$ cat src/rtl/mem_arbiter.sv
// Round-robin arbiter giving four cores exclusive, one-at-a-time access to a
// shared single-port data memory through an IDLE -> ACCESS -> RELEASE cycle.
module mem_arbiter #(
    parameter int ADDR_W    = 16,
    parameter int DATA_W    = 16,
    parameter int NUM_CORES = 4
) (
    input  logic                        clk,
    input  logic                        reset_n,
    input  logic [NUM_CORES-1:0]        req,
    input  logic [NUM_CORES-1:0]        we,
    input  logic [NUM_CORES*ADDR_W-1:0] addr,
    input  logic [NUM_CORES*DATA_W-1:0] wdata,
    output logic [NUM_CORES-1:0]        ack,
    output logic [DATA_W-1:0]           rdata,
    output logic [1:0]                  owner,
    output logic                        busy,
    output logic [ADDR_W-1:0]           mem_addr,
    output logic [DATA_W-1:0]           mem_data_in,
    output logic                        mem_write,
    output logic                        mem_read,
    input  logic [DATA_W-1:0]           mem_data_out
);

    typedef enum logic [1:0] {
        IDLE    = 2'd0,
        ACCESS  = 2'd1,
        RELEASE = 2'd2
    } state_t;

    state_t              state_r;
    logic [1:0]          ptr_r;
    logic                we_r;
    logic [1:0]          winner_s;
    logic [ADDR_W-1:0]   win_addr_s;
    logic [DATA_W-1:0]   win_wdata_s;

    // First requesting core found when scanning upward from the pointer, wrapping mod 4.
    function automatic logic [1:0] rr_pick(input logic [NUM_CORES-1:0] r,
                                           input logic [1:0] p);
        logic [1:0] idx;
        logic [1:0] pick;
        logic       found;
        pick  = p;
        found = 1'b0;
        for (int k = 0; k < NUM_CORES; k++) begin
            idx = p + k[1:0];
            if (!found && r[idx]) begin
                pick  = idx;
                found = 1'b1;
            end
        end
        return pick;
    endfunction

    // Winner selection and its operand mux.
    always_comb begin
        winner_s    = rr_pick(req, ptr_r);
        win_addr_s  = addr[winner_s*ADDR_W +: ADDR_W];
        win_wdata_s = wdata[winner_s*DATA_W +: DATA_W];
    end

    // Arbitration FSM with all outputs registered; strobes are cleared asynchronously on reset.
    always_ff @(posedge clk or negedge reset_n) begin
        if (!reset_n) begin
            state_r     <= IDLE;
            ptr_r       <= 2'd0;
            we_r        <= 1'b0;
            owner       <= 2'd0;
            ack         <= {NUM_CORES{1'b0}};
            busy        <= 1'b0;
            rdata       <= {DATA_W{1'b0}};
            mem_addr    <= {ADDR_W{1'b0}};
            mem_data_in <= {DATA_W{1'b0}};
            mem_write   <= 1'b0;
            mem_read    <= 1'b0;
        end else begin
            case (state_r)
                IDLE: begin
                    ack <= {NUM_CORES{1'b0}};
                    if (req != {NUM_CORES{1'b0}}) begin
                        state_r     <= ACCESS;
                        owner       <= winner_s;
                        ptr_r       <= winner_s + 2'd1;
                        mem_addr    <= win_addr_s;
                        mem_data_in <= win_wdata_s;
                        we_r        <= we[winner_s];
                        mem_write   <= we[winner_s];
                        mem_read    <= ~we[winner_s];
                        busy        <= 1'b1;
                    end else begin
                        mem_write <= 1'b0;
                        mem_read  <= 1'b0;
                        busy      <= 1'b0;
                    end
                end
                ACCESS: begin
                    state_r   <= RELEASE;
                    mem_write <= 1'b0;
                    mem_read  <= 1'b0;
                    ack       <= {{(NUM_CORES-1){1'b0}}, 1'b1} << owner;
                    if (!we_r) begin
                        rdata <= mem_data_out;
                    end else begin
                        rdata <= rdata;
                    end
                end
                RELEASE: begin
                    state_r <= IDLE;
                    ack     <= {NUM_CORES{1'b0}};
                    busy    <= 1'b0;
                end
                default: begin
                    state_r   <= IDLE;
                    ack       <= {NUM_CORES{1'b0}};
                    busy      <= 1'b0;
                    mem_write <= 1'b0;
                    mem_read  <= 1'b0;
                end
            endcase
        end
    end

endmodule

$ cat config.mk
export PLATFORM = sky130hd
export DESIGN_NAME = mem_arbiter
export DESIGN_NICKNAME = d
export VERILOG_FILES = /design/src/rtl/mem_arbiter.sv
export SDC_FILE = /design/constraint.sdc
export NUM_CORES = 1
export LEC_CHECK = 0
export BUFFER_PORTS_ARGS = -buffer_cell sky130_fd_sc_hd__buf_2
export CORE_MARGIN = 3
export CORE_UTILIZATION = 45
export DETAILED_ROUTE_END_ITERATION = 6
export PLACE_DENSITY = 0.85
export SLEW_MARGIN = 5
export SYNTH_ARGS = -nofsm -noshare
export SYNTH_HDL_FRONTEND = slang
export SYNTH_SLANG_ARGS = --single-unit
$ cat constraint.sdc
create_clock -name clk -period 5.3 [get_ports clk]
set_clock_uncertainty 0.1 [all_clocks]
set_input_delay 1.59 -clock clk [delete_from_list [all_inputs] [get_ports clk]]
set_output_delay 1.59 -clock clk [all_outputs]
set_load 0.05 [all_outputs]
==> qor.csv <==
stage,metric,value,unit
synthesis,synthTopCellsByArea,"dfrtp_1 (48%), mux4_2 (20%), mux2_2 (17%), mux4_1 (4.1%), nand2_1 (1.3%)",
power_and_ir_drop,p_int,1.69,mW
sta,rsz0062_at_grt,no,
synthesis,post-synth-top-area-fraction,0.484,
critical_path,critPathLaunchType,input port,
synthesis,syn_area,3210,sq um
routing,vias,2688,
clocking,htreeDepth,3,
synthesis,synth_seq_cells,62,
synthesis,synth_cell_type_count,30,
clocking,cts_sinks,62,
floorplan,ios,211,
critical_path,path_cells,buf_2 > or2b_1 > o221ai_4 > buf_12 > mux4_1 > mux2_2,
global_route,overflow,0,
synthesis,async_flop_share,1.00,
floorplan,die_width,90.4,um
critical_path,regToRegSetupSlack,2.49,ns
sta,clock.fmax,268,MHz
clocking,post_cts_buffers,0,
floorplan,die-area,8180,sq um
floorplan,rows,30,
critical_path,cp_max_fo,20,
power_and_ir_drop,p_switching,1.54,mW
power_and_ir_drop,switching_share,0.477,
power_and_ir_drop,powerDensity,710,nW/um^2
synthesis,synth-edff-count,0,
routing,first_iter_violations,83,
job,maxCapViolations,0,
power_and_ir_drop,vdd_ir_drop_max,0.000339,V
critical_path,crit_path_end_kind,flop,
sta,fin_crit,3.73,ns
synthesis,synth_top_area_cell,dfrtp_1,
synthesis,avgSynthCellArea,16.0,sq um
critical_path,slowest_delay,0.73,ns
global_route,antenna_found_initial,0,
routing,firstDrtPassIters,4,
worst_hold_path,worstHoldPathType,flop to flop,
place,portBuffers,210,
sta,worst_pin_slew,0.940,ns
synthesis,yosysSeqAreaShare,0.484,
floorplan,start_util,0.467,
clocking,insertion_delay,0.32,ns
synthesis,synth_most_common_cell,dfrtp_1,
sta,max_slew_margin,0.373,
routing,drc,0,
cells_and_area,antenna_cells,0,
global_route,grt_max_degree,37,
global_route,grt_pass1_wl,14.2,mm
critical_path,critPathTopFamily,multiplexers,
synthesis,synth_common_cells,"dfrtp_1 (62), mux2_2 (48), mux4_2 (28)",
routing,wire_per_inst,17.1,um
sta,drv_slew,0,
place,dpl.hpwl,6.95,mm
cells_and_area,drive_gt1_frac,0.737,
routing,drt_wl_total,8.83,mm
global_route,grt_pass1_vias,2960,
synthesis,syn_nets,355,
synthesis,synthCells,201,
clocking,tritoncts,yes,
cells_and_area,nNetsFinal,568,
routing,drtAntennaViolNets,0,
sta,setup_tns,0,ns
cells_and_area,area_growth,42.0,%
place,finalWeightedCongestion,0.774,
sta,finalSetupViolCount,0,
critical_path,critPathSlowestCell,o221ai_4,
routing,vias_per_cell,5.22,
critical_path,path_class,input port to flop,
critical_path,crit_buf_inv,2,
clocking,clk_pin_slew,0.07,ns
power_and_ir_drop,pwr-share-clk,0.140,
synthesis,yosys_warnings,0,
clocking,cts_hold_buf,0,
sta,hold_violations,0,
power_and_ir_drop,total_power,3.23,mW
clocking,root_buffer,clkbuf_8,
floorplan,fp.dieH,90.4,um
floorplan,coreArea,6870,sq um
power_and_ir_drop,seq_power_share,0.261,
critical_path,critPathArrivalTime,3.84,ns
sta,period_share,0.703,
critical_path,cp.required,5.41,ns
power_and_ir_drop,p_leak,2.26,nW
clocking,cts_resized,0,
clocking,numCtsBuffers,9,
clocking,clockBufferDepth,2,
synthesis,synth_ff_type,dfrtp_1,
outcome,status,completed,
global_route,grt_usage,0.222,
power_and_ir_drop,pwr-share-comb,0.599,
logic make-up after synthesis:
group,count (synthesis),share of synthesized area
flops,62,0.484
simple gates,29,0.0437
buf+inv,17,0.0308
xor+xnor,1,0.00273
compound gates,11,0.0332
mux,81,0.406
final timing paths:
path                           from              to  cells past startpoint
setup / recovery             req[0]  mem_data_in[0]                      6
hold / removal                 busy            busy                      2
setup reg to reg           ptr_r[0]  mem_data_in[0]                      6
hold reg to reg                busy            busy                      2
max in group asynchronous   reset_n  mem_data_in[8]                      2
min in group asynchronous   reset_n          ack[1]                      1
through the flow:
step                area, sq um  instances  hold slack (ns)   util  worst slack (ns)
floorplan                  3210        201            0.350      -              1.94
global placement           4340        499            0.363  0.632              1.25
detailed placement         4340        499            0.368  0.632              1.16
CTS                        4560        515            0.385  0.663              1.51
global route               4560        515            0.418  0.663              1.41
finish                     4560        515            0.384  0.663              1.57
layout by cell type (no fill, tap or decap), types with 2 or more instances in the layout:
| master | count |
|---|---|
| buf_2 | 210 |
| nor2b_1 | 3 |
| nand2_1 | 10 |
| bufinv_16 | 2 |
| nor3_1 | 2 |
| clkinv_2 | 2 |
| mux2_2 | 48 |
| mux4_1 | 5 |
| o21ai_0 | 4 |
| inv_1 | 5 |
| clkbuf_1 | 2 |
| mux4_2 | 28 |
| nor2_1 | 7 |
| buf_4 | 2 |
| dfrtp_1 | 62 |
| clkbuf_8 | 10 |
state kept, by name (all words and copies together) (netlist names), 2 cells and up:
| signal | cells |
|---|---|
| ptr_r | 2 |
| mem_addr | 16 |
| state_r | 2 |
| owner | 2 |
| rdata | 16 |
| mem_data_in | 16 |
| ack | 4 |
power groups by stage:
stage / logic (mW) / clock network [mW] / registers [mW]
floorplan: 0.772 / 0 / 1.60
global placement: 1.92 / 0 / 0.839
detailed placement: 1.96 / 0 / 0.848
CTS: 1.96 / 0.463 / 0.843
global route: 2.04 / 0.487 / 0.875
finish: 1.94 / 0.454 / 0.842
worst register-to-register path, cell delays in order (launching register included):
cell	delay [ns]
dfrtp_1	0.41
nor2b_1	0.15
a2bb2oi_2	0.14
o221ai_4	0.74
buf_12	0.28
mux4_1	0.59
mux2_2	0.28
area by class of cell:
cell class	instances	area, sq um
Fill cell	533	2310
Multi-Input combinational cell	122	1560
Sequential cell	62	1550
Timing Repair Buffer	213	1090
Clock buffer	12	145
Tap cell	96	120
Clock inverter	4	70.1
Inverter	6	22.5
per-layer routing:
metal  routed length (um)  track usage  vias to the layer above
li1                     -            -                     1201
met1                 3040        0.234                     1326
met2                 4730        0.400                      144
met3                  847       0.0775                       17
met4                  204       0.0957                        0
met5                    0            0                        -
(Power assumes the default switching activity.)
